[src/rtl/router_ingress_port_if.sv]
// Byte-stream ingress and crossbar request/grant/egress
// signals of one router input port.
interface router_ingress_port_if;
    logic [7:0] sa;
    logic       sa_valid;
    logic       out_req;
    logic [3:0] out_dest;
    logic       out_grant;
    logic [7:0] out_data;
    logic       out_valid;

    modport master (
        input  sa, sa_valid, out_grant,
        output out_req, out_dest, out_data, out_valid
    );

    modport slave (
        output sa, sa_valid, out_grant,
        input  out_req, out_dest, out_data, out_valid
    );
endinterface

[src/rtl/router_ingress_port.sv]
// Store-and-forward ingress stage: parses packets into a byte FIFO,
// releases complete packets to the crossbar via request/grant.
module router_ingress_port #(
    parameter int DEPTH      = 64,
    parameter int DESC_DEPTH = 8
) (
    input  logic                  clk,
    input  logic                  reset,
    router_ingress_port_if.master bus,
    input  logic                  cnt_clr,
    output logic [15:0]           pkt_cnt,
    output logic [15:0]           drop_cnt
);
    localparam int AW  = $clog2(DEPTH);
    localparam int PW  = AW + 1;
    localparam int DAW = $clog2(DESC_DEPTH);
    localparam int DPW = DAW + 1;
    localparam logic [PW-1:0] DEPTH_P = PW'(DEPTH);

    typedef enum logic [2:0] {
        W_WAIT_GAP, W_IDLE, W_HDR, W_BODY, W_DISCARD
    } wstate_e;
    typedef enum logic [1:0] {R_IDLE, R_REQ, R_XFER} rstate_e;
    typedef struct packed {
        logic [1:0] port;
        logic [7:0] len;
    } desc_t;

    wstate_e        ws_q, ws_d;
    rstate_e        rs_q, rs_d;
    logic [PW-1:0]  wr_ptr_q, wr_ptr_d;
    logic [PW-1:0]  wr_commit_q, wr_commit_d;
    logic [PW-1:0]  rd_ptr_q, rd_ptr_d;
    logic [DPW-1:0] dwr_q, drd_q;
    logic [1:0]     port_q, port_d;
    logic [7:0]     len_q, len_d, cnt_q, cnt_d;
    logic [7:0]     xcnt_q, xcnt_d;
    logic           hdr2_q, hdr2_d;
    logic           blk_q, blk_d;

    logic [7:0]     mem [DEPTH];
    desc_t          desc [DESC_DEPTH];

    logic           mem_we, push, pop, drop;
    logic           space, desc_full, desc_empty, len_ok;
    logic [PW-1:0]  free;
    logic [AW-1:0]  rd_addr;
    desc_t          head;

    // Speculative writes must never land on unread bytes.
    assign space = !((wr_ptr_q[PW-1] != rd_ptr_q[PW-1]) &&
                     (wr_ptr_q[AW-1:0] == rd_ptr_q[AW-1:0]));
    assign free  = DEPTH_P - (wr_commit_q - rd_ptr_q);
    assign desc_full  = (dwr_q[DPW-1] != drd_q[DPW-1]) &&
                        (dwr_q[DAW-1:0] == drd_q[DAW-1:0]);
    assign desc_empty = (dwr_q == drd_q);
    assign len_ok = (bus.sa >= 8'd4) &&
                    (16'(bus.sa) <= 16'(DEPTH)) &&
                    (16'(bus.sa) <= 16'(free)) &&
                    !desc_full && !blk_q;
    assign head    = desc[drd_q[DAW-1:0]];
    assign rd_addr = rd_ptr_q[AW-1:0] + AW'(xcnt_q);

    always_comb begin
        ws_d        = ws_q;
        wr_ptr_d    = wr_ptr_q;
        wr_commit_d = wr_commit_q;
        port_d      = port_q;
        len_d       = len_q;
        cnt_d       = cnt_q;
        hdr2_d      = hdr2_q;
        blk_d       = blk_q;
        mem_we      = 1'b0;
        push        = 1'b0;
        drop        = 1'b0;
        case (ws_q)
            W_WAIT_GAP: if (!bus.sa_valid) ws_d = W_IDLE;
            W_IDLE: if (bus.sa_valid) begin
                if (bus.sa >= 8'd1 && bus.sa <= 8'd4) begin
                    mem_we = space;
                    if (space) wr_ptr_d = wr_ptr_q + 1'b1;
                    blk_d  = !space;
                    port_d = 2'(bus.sa - 8'd1);
                    hdr2_d = 1'b0;
                    ws_d   = W_HDR;
                end else begin
                    drop = 1'b1;
                    ws_d = W_DISCARD;
                end
            end
            W_HDR: if (!bus.sa_valid) begin
                drop = 1'b1;
                ws_d = W_IDLE;
            end else begin
                mem_we = space;
                if (space) wr_ptr_d = wr_ptr_q + 1'b1;
                if (!hdr2_q) begin
                    blk_d  = blk_q | !space;
                    hdr2_d = 1'b1;
                end else begin
                    len_d = bus.sa;
                    cnt_d = 8'd3;
                    if (len_ok) begin
                        ws_d = W_BODY;
                    end else begin
                        drop = 1'b1;
                        ws_d = W_DISCARD;
                    end
                end
            end
            W_BODY: if (!bus.sa_valid) begin
                drop = 1'b1;
                ws_d = W_IDLE;
            end else begin
                mem_we   = 1'b1;
                wr_ptr_d = wr_ptr_q + 1'b1;
                cnt_d    = cnt_q + 8'd1;
                if (cnt_q + 8'd1 == len_q) begin
                    wr_commit_d = wr_ptr_q + 1'b1;
                    push        = 1'b1;
                    ws_d        = W_WAIT_GAP;
                end
            end
            W_DISCARD: if (!bus.sa_valid) ws_d = W_IDLE;
            default: ws_d = W_WAIT_GAP;
        endcase
        if (drop) wr_ptr_d = wr_commit_q;
    end

    always_comb begin
        rs_d     = rs_q;
        xcnt_d   = xcnt_q;
        rd_ptr_d = rd_ptr_q;
        pop      = 1'b0;
        case (rs_q)
            R_IDLE: if (!desc_empty) rs_d = R_REQ;
            R_REQ: if (bus.out_grant) begin
                rs_d   = R_XFER;
                xcnt_d = 8'd0;
            end
            R_XFER: if (xcnt_q == head.len - 8'd1) begin
                pop      = 1'b1;
                rd_ptr_d = rd_ptr_q + PW'(head.len);
                rs_d     = R_IDLE;
            end else begin
                xcnt_d = xcnt_q + 8'd1;
            end
            default: rs_d = R_IDLE;
        endcase
    end

    assign bus.out_req   = (rs_q == R_REQ);
    assign bus.out_valid = (rs_q == R_XFER);
    assign bus.out_dest  = bus.out_req ? (4'd1 << head.port) : 4'd0;
    assign bus.out_data  = bus.out_valid ? mem[rd_addr] : 8'd0;

    always_ff @(posedge clk) begin
        if (mem_we) mem[wr_ptr_q[AW-1:0]] <= bus.sa;
        if (push) desc[dwr_q[DAW-1:0]] <= '{port: port_q, len: len_q};
    end

    always_ff @(posedge clk or negedge reset) begin
        if (!reset) begin
            ws_q        <= W_WAIT_GAP;
            rs_q        <= R_IDLE;
            wr_ptr_q    <= '0;
            wr_commit_q <= '0;
            rd_ptr_q    <= '0;
            dwr_q       <= '0;
            drd_q       <= '0;
            port_q      <= '0;
            len_q       <= '0;
            cnt_q       <= '0;
            xcnt_q      <= '0;
            hdr2_q      <= 1'b0;
            blk_q       <= 1'b0;
            pkt_cnt     <= '0;
            drop_cnt    <= '0;
        end else begin
            ws_q        <= ws_d;
            rs_q        <= rs_d;
            wr_ptr_q    <= wr_ptr_d;
            wr_commit_q <= wr_commit_d;
            rd_ptr_q    <= rd_ptr_d;
            port_q      <= port_d;
            len_q       <= len_d;
            cnt_q       <= cnt_d;
            xcnt_q      <= xcnt_d;
            hdr2_q      <= hdr2_d;
            blk_q       <= blk_d;
            if (push) dwr_q <= dwr_q + 1'b1;
            if (pop)  drd_q <= drd_q + 1'b1;
            if (cnt_clr)                         pkt_cnt <= '0;
            else if (push && pkt_cnt != 16'hFFFF) pkt_cnt <= pkt_cnt + 16'd1;
            if (cnt_clr)                          drop_cnt <= '0;
            else if (drop && drop_cnt != 16'hFFFF) drop_cnt <= drop_cnt + 16'd1;
        end
    end
endmodule

[src/flat_wrapper.sv]
// flat-port wrapper written by rule: the top's interface ports become plain ports
module router_ingress_port_flat 
#(
    parameter int DEPTH      = 64,
    parameter int DESC_DEPTH = 8
)
  (clk, reset, cnt_clr, pkt_cnt, drop_cnt, bus_sa, bus_sa_valid, bus_out_grant, bus_out_req, bus_out_dest, bus_out_data, bus_out_valid);
  router_ingress_port_if bus_i ();
  input  logic clk;
  input  logic reset;
  input  logic cnt_clr;
  output logic [15:0] pkt_cnt;
  output logic [15:0] drop_cnt;
  input wire logic [$bits(bus_i.sa)-1:0] bus_sa;
  input wire logic [$bits(bus_i.sa_valid)-1:0] bus_sa_valid;
  input wire logic [$bits(bus_i.out_grant)-1:0] bus_out_grant;
  output wire logic [$bits(bus_i.out_req)-1:0] bus_out_req;
  output wire logic [$bits(bus_i.out_dest)-1:0] bus_out_dest;
  output wire logic [$bits(bus_i.out_data)-1:0] bus_out_data;
  output wire logic [$bits(bus_i.out_valid)-1:0] bus_out_valid;
  assign bus_i.sa = bus_sa;
  assign bus_i.sa_valid = bus_sa_valid;
  assign bus_i.out_grant = bus_out_grant;
  assign bus_out_req = bus_i.out_req;
  assign bus_out_dest = bus_i.out_dest;
  assign bus_out_data = bus_i.out_data;
  assign bus_out_valid = bus_i.out_valid;
  router_ingress_port #(.DEPTH(DEPTH), .DESC_DEPTH(DESC_DEPTH)) u_core (.clk(clk), .reset(reset), .bus(bus_i), .cnt_clr(cnt_clr), .pkt_cnt(pkt_cnt), .drop_cnt(drop_cnt));
endmodule
[config.mk]
export PLATFORM = sky130hd
export DESIGN_NAME = router_ingress_port_flat
export DESIGN_NICKNAME = d
export VERILOG_FILES = /design/src/rtl/router_ingress_port_if.sv /design/src/rtl/router_ingress_port.sv /design/src/flat_wrapper.sv
export SDC_FILE = /design/constraint.sdc
export NUM_CORES = 1
export LEC_CHECK = 0
export ABC_AREA = 1
export BUFFER_PORTS_ARGS = -buffer_cell sky130_fd_sc_hd__buf_2
export CORE_UTILIZATION = 55
export DETAILED_ROUTE_END_ITERATION = 8
export PLACE_DENSITY_LB_ADDON = 0.08
export SYNTH_ARGS = -nofsm -noshare
export SYNTH_HDL_FRONTEND = slang
export SYNTH_SLANG_ARGS = --single-unit
export TNS_END_PERCENT = 30
[constraint.sdc]
create_clock -name clk -period 6.25 [get_ports clk]
set_input_delay 1.25 -clock clk [delete_from_list [all_inputs] [get_ports clk]]
set_output_delay 1.25 -clock clk [all_outputs]
set_load 0.03 [all_outputs]
==> impl.org, run 1 <==
** Outcome
- The run finished with clean final reports.

** Global routing
- Met3 capacity usage during global routing :: 3.96%
- For this run, the total global-route usage over all layers was measured as 27.8%.
- Entering global routing, the biggest net connects 129 pins.
- Global routing consumed, on the met2 layer, 46.1% of the routing resources.
- Global routing consumed, on the met1 layer, 37.3% of the routing resources.
- Busiest grt layer :: met2
- Wire length of the first global-routing pass :: 119 mm
- The via count of the first global-routing pass is 20700.
- Overflow left after global routing :: 0
- Initial antenna violation count :: 2

** Placed design
- Count of buffers inserted at the top-level ports :: 58
- HPWL after detailed placement :: 46.8 mm
- Pre-CTS setup slack :: 1400 ps
- Total placed instance area :: 31500 um^2
- Final Wtd Congestion :: 0.893

** Drt
- Across all layers, the routed design uses 21200 vias.
- In this run the remaining antenna-violating nets after routing total 0.
- For this block, the routed nets add up to 77.4 mm of wire.
- Before antenna repair, the detailed router went through 6 iterations.
- In the routed layout, each cell is associated on average with a via count of 6.02.
- After detailed routing, the average wire length per cell comes to 22.0 um.
- Initial DRC count :: 2014
- Count of unresolved DRC violations after routing :: 0

** Worst setup path
- CP arrival :: 4260 ps
- Crit path from :: u_core.xcnt_q[0]
- The most critical setup path has its endpoint at bus_out_data[6].
- Along the worst path, the maximum fanout reaches 85.
- Reg2reg setup slack :: 1980 ps
- Reg2reg start :: u_core.rd_ptr_q[3]
- The critical path in this run is classified as flop to output port.
- The number of cells on the worst reg-to-reg path is 21.
- STA classifies the critical path startpoint as a flop.
- For the worst setup path, the data required time is 5000 ps.
- The worst setup path is captured at an output port.
- Worst reg2reg path endpoint :: u_core.drop_cnt[9]

** Yosys
- Among all flip-flop cells after synthesis, the most frequent one is edfxtp_1.
- Synth Instances :: 2714
- Number of synthesized flops with an enable pin :: 592
- After synthesis the netlist holds a flip-flop and latch count of 686.
- Dividing the synthesized area by the synthesized cell count gives 11.2 um^2.
- After synthesis, the share of flip-flops with an asynchronous set or reset is 13.7%.
- Yosys printed 0 warnings.
- Syn_nets :: 2770
- Fraction of the yosys area taken by sequential cells :: 66.2%
- The biggest area contributor in the post-synthesis netlist is edfxtp_1.
- Netlist area before placement :: 30400 um^2
- In this run, distinct cell masters in the synthesized netlist total 50.
- After synthesis, the cell types taking the most area are edfxtp_1, nand2_1, dfrtp_1.
- Proportion of netlist area held by the largest area contributor :: 58.5%

** STA
- In the final timing run, aggregate negative setup slack is 0 ps.
- RSZ-0062 raised after global routing :: false
- For the pin with the worst max-slew slack, the measured transition is 1210 ps.
- The clock arrives with 21.5 ps of skew.
- Derived from the worst setup path, the maximum achievable clock frequency is 181 MHz.
- The worst pin sits at a relative slew slack of 19.5%.
- The number of pins with negative max-slew slack in the final report came to 0.
- Number of hold violations in the final report :: 0
- After layout, the minimum clock period comes to 5510 ps.
- The final critical path takes up 88.2% of the cycle.
- Post-route worst setup slack :: 738 ps
- Setup violations remaining at the end of the flow were counted as 0.

** Final layout
- At the end of the flow, the number of nets in the layout was 2820.
- Area overhead of the layout relative to synthesis :: 11.0%
- After filler insertion, the fill cell instance count of the layout stands at 4288.
- Most common cell after layout, fill and taps aside :: nand2_1
- Total area of sequential cells :: 20100 um^2
- For this run, the share of the core covered by cells in the final layout is 62.2%.
- In the final layout, the multi-input gates occupy 9020 um^2.
- Post-route cell area :: 33700 um^2
- In the final layout, the share of cells above drive strength 1 is 9.27%.
- Commonest cells after routing, fill and taps aside :: nand2_1, edfxtp_1, a21oi_1, nor2_1, inv_1

** Power and ir drop
- Power comes to 11.7 mW.
- Lkg Pwr :: 12.7 nW
- Dividing total power by cell area gives a power density of 346 nW/um^2.
- Max VDD drop :: 0.232 mV

** Clock tree
- Clock-pin slew was measured on the worst setup and hold paths at 60 ps.
- The number of hold buffers added after CTS was 0.
- At the later pin of the worst-skew pair, clock insertion delay measures 610 ps.
- CTS saw 686 sinks.
- CTS tree :: yes
- Post-CTS timing repair inserted 0 buffers for setup.
- Total CTS buffers :: 72
- In this run the clock root is driven by a clkbuf_16.
- H-tree depth reported by CTS :: 3
- The number of gates resized after CTS was 0.
- Buffer levels on the longest clock path :: 3

** Floorplan
- Placeable Area :: 54200 um^2
- Initial Util :: 56.0%
- Number of cell rows :: 85
- The floorplan step defined a die boundary enclosing 56200 um^2.
- From left edge to right edge, the die measures 237 um.
- Top-level port count :: 59
- Y dimension of the die :: 237 um

** Flow run
- Total of max-cap violations :: 0

** Worst hold path
- The min-delay analysis places its worst path in the category flop to flop.
## metrics by stage
step | hold WS [ps] | instances
after floorplan | 479 | 2714
after global placement | 523 | 3386
after detailed placement | 523 | 3386
after CTS | 537 | 3512
after global routing | 565 | 3512
final | 534 | 3513
## logic make-up after synthesis
logic type / Yosys count / synth area share, %
AO/OA/AOI/OAI: 507 / 10.5
XOR/XNOR: 78 / 2.25
AND/OR/NAND/NOR: 1082 / 14.9
flip-flops: 686 / 66.2
adder cells (fa/ha/maj): 43 / 1.84
buffers and inverters: 318 / 4.25
## flip-flops by register name, indices dropped and copies added (netlist names)
signal              flops
u_core.ws_q             3
u_core.port_q           2
u_core.cnt_q            8
u_core.wr_commit_q      7
u_core.wr_ptr_q         7
u_core.desc            80
u_core.len_q            8
u_core.dwr_q            4
u_core.pkt_cnt         16
u_core.drd_q            4
u_core.rs_q             2
u_core.rd_ptr_q         7
u_core.mem            512
u_core.xcnt_q           8
u_core.blk_q            1
u_core.drop_cnt        16
u_core.hdr2_q           1
## worst min path at each step
stage | start | endpoint | slack (ps) | cells past startpoint
2_1_floorplan | u_core.wr_commit_q[0] | u_core.wr_commit_q[0] | 480 | 2
3_3_place_gp | u_core.wr_commit_q[6] | u_core.wr_commit_q[6] | 520 | 2
3_5_place_dp | u_core.wr_commit_q[6] | u_core.wr_commit_q[6] | 520 | 2
4_1_cts | u_core.wr_commit_q[6] | u_core.wr_commit_q[6] | 540 | 2
5_1_grt | u_core.ws_q[2] | u_core.ws_q[2] | 570 | 2
6_report | u_core.wr_commit_q[6] | u_core.wr_commit_q[6] | 530 | 2
## report_power, final
part | leakage (nW) | switching, mW | internal, mW
clock | 1.09 | 1.73 | 2.37
combinational | 5.06 | 1.56 | 0.684
sequential | 6.60 | 0.170 | 5.14
## layer usage
| layer | part of all wire [%] | wire (um) | vias up |
|---|---|---|---|
| met5 | 0 | 0 | - |
| li1 | - | - | 9777 |
| met1 | 42 | 32300 | 10400 |
| met4 | 3.4 | 2590 | 0 |
| met2 | 48 | 37200 | 830 |
| met3 | 6.9 | 5310 | 161 |
## synthesized netlist by cell type, types with 4 or more instances
cell,count
clkbuf_1,107
a32o_1,28
nor4_1,15
nand4_1,23
nand3_2,4
edfxtp_1,592
a221oi_1,57
buf_4,4
a32oi_1,28
o22ai_1,19
inv_1,161
nand2_4,5
xnor2_1,17
o31ai_1,5
o211ai_1,33
nor2_1,195
o21ai_0,116
nand2_1,645
a21oi_1,196
nor3_1,24
nand2_2,4
buf_1,11
ha_1,40
xor2_1,61
buf_6,7
o221ai_1,8
o21ai_2,6
buf_2,20
dfrtp_1,94
nand3_1,154
## area by class of cell
class / instances / area share, %
multi-input combinational: 1710 / 26.7
sequential: 686 / 59.7
timing repair buffer: 126 / 2.49
clock buffer: 93 / 5.79
antenna: 1 / 0.00742
clock inverter: 33 / 0.812
inverter: 168 / 1.91
tap: 696 / 2.58
## worst max-delay path, cell delays in order (launching register included)
cell      delay [ps]
dfrtp_1          500
ha_4             190
fa_2             470
inv_6            520
buf_4            370
o21ai_0          130
o221ai_1         250
nand2_1           80
o21ai_0          320
a221oi_1         160
nor2_1           350
buf_2            270
Note: power is estimated with default switching activity, not from simulation.
==> run 2: changes to the inputs <==
--- a/config.mk
+++ b/config.mk
@@ -7,9 +7,11 @@
 export LEC_CHECK = 0
 export ABC_AREA = 1
 export BUFFER_PORTS_ARGS = -buffer_cell sky130_fd_sc_hd__buf_2
+export CORE_ASPECT_RATIO = 1.5
 export CORE_UTILIZATION = 55
 export DETAILED_ROUTE_END_ITERATION = 8
 export PLACE_DENSITY_LB_ADDON = 0.08
+export RECOVER_POWER = 50
 export SYNTH_ARGS = -nofsm -noshare
 export SYNTH_HDL_FRONTEND = slang
 export SYNTH_SLANG_ARGS = --single-unit
==> run 2 against run 1 <==
  * The run now ends with max-capacitance violations, max-slew violations left
  * Maximum frequency shrank 4.6%
  * Sequential power hardly changed
  * Utilization is 0.95 points lower
  * Critical path type unchanged
  * Critical endpoint is now bus_out_data[3]
==> impl.org, run 2 (synthesis results as in run 1) <==
** Clock tree
- After clock tree synthesis, the clock-pin slew on the worst setup and hold paths is 70 ps.
- The tree is rooted in a clkbuf_16.
- TritonCTS built the clock tree.
- Counting every sink on the clock net gives 686.
- In this run, post-CTS hold repair placed 0 buffers.
- Clock tree synthesis inserted a total of 61 buffers.
- CTS built an H-tree with a depth of 2.
- After clock tree synthesis, the setup repair step added 0 buffers.
- The clock reaches the later pin of the worst-skew pair after 650 ps.
- Post-cts repair resize count :: 0
- The longest clock path from root to sink contains 3 buffers.

** Drt
- Number of nets still failing antenna checks after routing :: 0
- Initial DRC count :: 1652
- Routed length per instance :: 22.8 um
- After detailed routing, the number of vias per cell comes to 6.00.
- The detailed router placed 20900 vias in this run.
- Count of unresolved DRC violations after routing :: 0
- After detailed routing, the total wire length is 79.5 mm.
- Detailed-router iteration count before antenna repair :: 6

** Global routing
- The via count of the first global-routing pass was 20600.
- Overflow left after global routing :: 0
- Entering global routing, the biggest net connects 213 pins.
- The number of antenna violations at the first check in global routing was 1.
- The first global-routing pass estimated 121 mm of wire.
- Global routing used 28.4% of the available tracks across all layers.

** Power and ir drop
- Across the VDD grid, the largest voltage drop is 0.231 mV.
- Power per cell area :: 350 nW/um^2
- Per report_power, the combinational group accounts for 20.4% of the total.
- Clock group share of total power :: 34.2%
- Total internal power :: 8.13 mW
- Per report_power, the sequential group accounts for 45.4% of the total.
- Lkg Pwr :: 12.5 nW
- Switching portion of total power :: 30.7%
- Total design power :: 11.7 mW
- In this run the power spent charging and discharging nets is 3.59 mW.

** Floorplan
- The die is 290 um tall.
- Once the floorplan was initialized, standard cells occupied 55.6% of the core.
- The floorplan step defined a core boundary enclosing 54700 um^2.
- Top-level port count :: 59
- In this run the core area contains 105 standard-cell rows.
- Die outline width :: 194 um
- Die area :: 56200 um^2

** STA
- Setup total negative slack on the finished layout was measured at 0 ps.
- Final worst path period share :: 92.4%
- Between clock sinks in the finished design, the worst skew comes to 21.4 ps.
- Final critical path time including I/O delays and setup :: 5780 ps
- RSZ-0062 raised after global routing :: false
- Total setup violations reported at the end of the flow :: 0
- For the pin with the worst max-slew slack, the measured transition is 3480 ps.
- Static timing analysis puts the maximum clock frequency at 173 MHz.
- Hold timing on the final database bottoms out at a slack of 534 ps.
- Max-slew violations :: 434
- Headroom to the max-slew limit came out at -132%.
- Number of hold violations in the final report :: 0

** Worst hold path
- The path with the worst hold slack has its endpoint at u_core.blk_q.
- Launch instance of the worst min-delay path :: u_core.blk_q
- Counting instances, the worst hold path has a depth of 2.
- The tightest min-delay check is of the flop to flop type.

** Final layout
- Relative to the synthesized area, the layout overhead comes to 10.1%.
- Antenna Diode Count :: 0
- The register with the most flip-flops in the layout has 512 of them.
- Commonest cells after routing, fill and taps aside :: nand2_1, edfxtp_1, a21oi_1, nor2_1, inv_1
- Area taken by multi-input logic gates :: 9020 um^2
- The final layout contains 2792 nets.
- Fill cell instance count of the final layout :: 4368
- Leaving out fill and tap cells, the most frequent cell in the layout is nand2_1.
- Summing all flip-flop and latch instances after layout gives 20100 um^2.
- Of the cells placed in the final design, the portion with a size suffix greater than 1 is 8.00%.

** Worst setup path
- Data on the critical path is required at its endpoint by 5000 ps.
- The worst setup path is of the flop to output port kind.
- Standard cell with the maximum stage delay on the critical path :: inv_6
- Cells along the critical path :: ha_4, inv_6, buf_4, nand2_1, a32oi_1, o211ai_1, nand3_1, nand2_1, nand2_1, nand2_1, nor2_1, buf_2
- On the worst path, the slowest cell contributes a delay of 790 ps.
- CP arrival :: 4530 ps
- Startpoint types :: flop
- Largest fanout on the critical path :: 142
- The number of buffers and inverters on the critical path is 3.
- The worst register-to-register path ends at u_core.drop_cnt[6].
- For the worst flop-to-flop path, the logic depth is 19.
- In this run the critical register-to-register path is launched from u_core.rd_ptr_q[1].
- In this design, the critical path's most frequently occurring cell is nand2_1.
- The worst setup path is captured at an output port.
- The setup check on the worst reg-to-reg path leaves a slack of 1800 ps.
- Critical path's top delay family :: buffers and inverters

** Flow run
- Total of max-cap violations :: 10

** Placed design
- Count of buffers inserted at the top-level ports :: 58
- Detailed placement ended at an HPWL of 50.1 mm.
- Final Wtd Congestion :: 0.872

** Outcome
- The flow ran to the end, but the final reports show violations.
- Violated checks :: max-capacitance violations, max-slew violations
## run 2: stage by stage
stage          cells  area (um^2)  worst slack (ps)  util [%]
2_1_floorplan   2714        30400              2090         -
3_3_place_gp    3368        31400              1220      57.4
3_5_place_dp    3368        31400              1160      57.4
4_1_cts         3483        33500               474      61.3
5_1_grt         3483        33500               252      61.3
6_report        3483        33500               472      61.3
## run 2: worst reg2reg max path, delay by kind of cell (launching register included)
kind / cells / cell delay (ps)
AND/OR/NAND/NOR: 10 / 1750
adder cells (fa/ha/maj): 4 / 1300
flip-flops: 1 / 500
AO/OA/AOI/OAI: 3 / 470
XOR/XNOR: 1 / 250
buffers and inverters: 1 / 60
## run 2: worst max-delay path by stage
stage	from	endpoint	slack [ps]	cells past startpoint
final	u_core.xcnt_q[0]	bus_out_data[3]	470	12
after CTS	u_core.xcnt_q[0]	bus_out_data[7]	470	12
after floorplan	u_core.xcnt_q[0]	bus_out_data[3]	2090	14
after global routing	u_core.xcnt_q[0]	bus_out_data[3]	250	12
after detailed placement	u_core.xcnt_q[0]	bus_out_data[7]	1160	12
after global placement	u_core.xcnt_q[0]	bus_out_data[7]	1220	12
## run 2: power groups by stage
| stage | sequential (mW) | clock [mW] | combinational [mW] |
|---|---|---|---|
| after floorplan | 5.32 | 0 | 1.61 |
| after global placement | 5.40 | 0 | 2.34 |
| after detailed placement | 5.41 | 0 | 2.38 |
| after CTS | 5.31 | 4.06 | 2.38 |
| after global routing | 5.34 | 4.22 | 2.59 |
| final | 5.32 | 4.01 | 2.38 |
## run 2: final cells by class
class,count,area share (%)
inverters,168,1.93
well taps,695,2.60
multi-input cells,1710,26.9
clock buffers,71,4.80
repair buffers,109,2.02
clock inverters,44,1.58
flip-flops and latches,686,60.1
## run 2: metal layers
layer,global-route usage [%],routed length (um),vias up
met4,15.1,4280,0
li1,-,-,9718
met2,50.8,41500,767
met5,0,0,-
met3,2.98,4290,182
met1,33.7,29500,10200
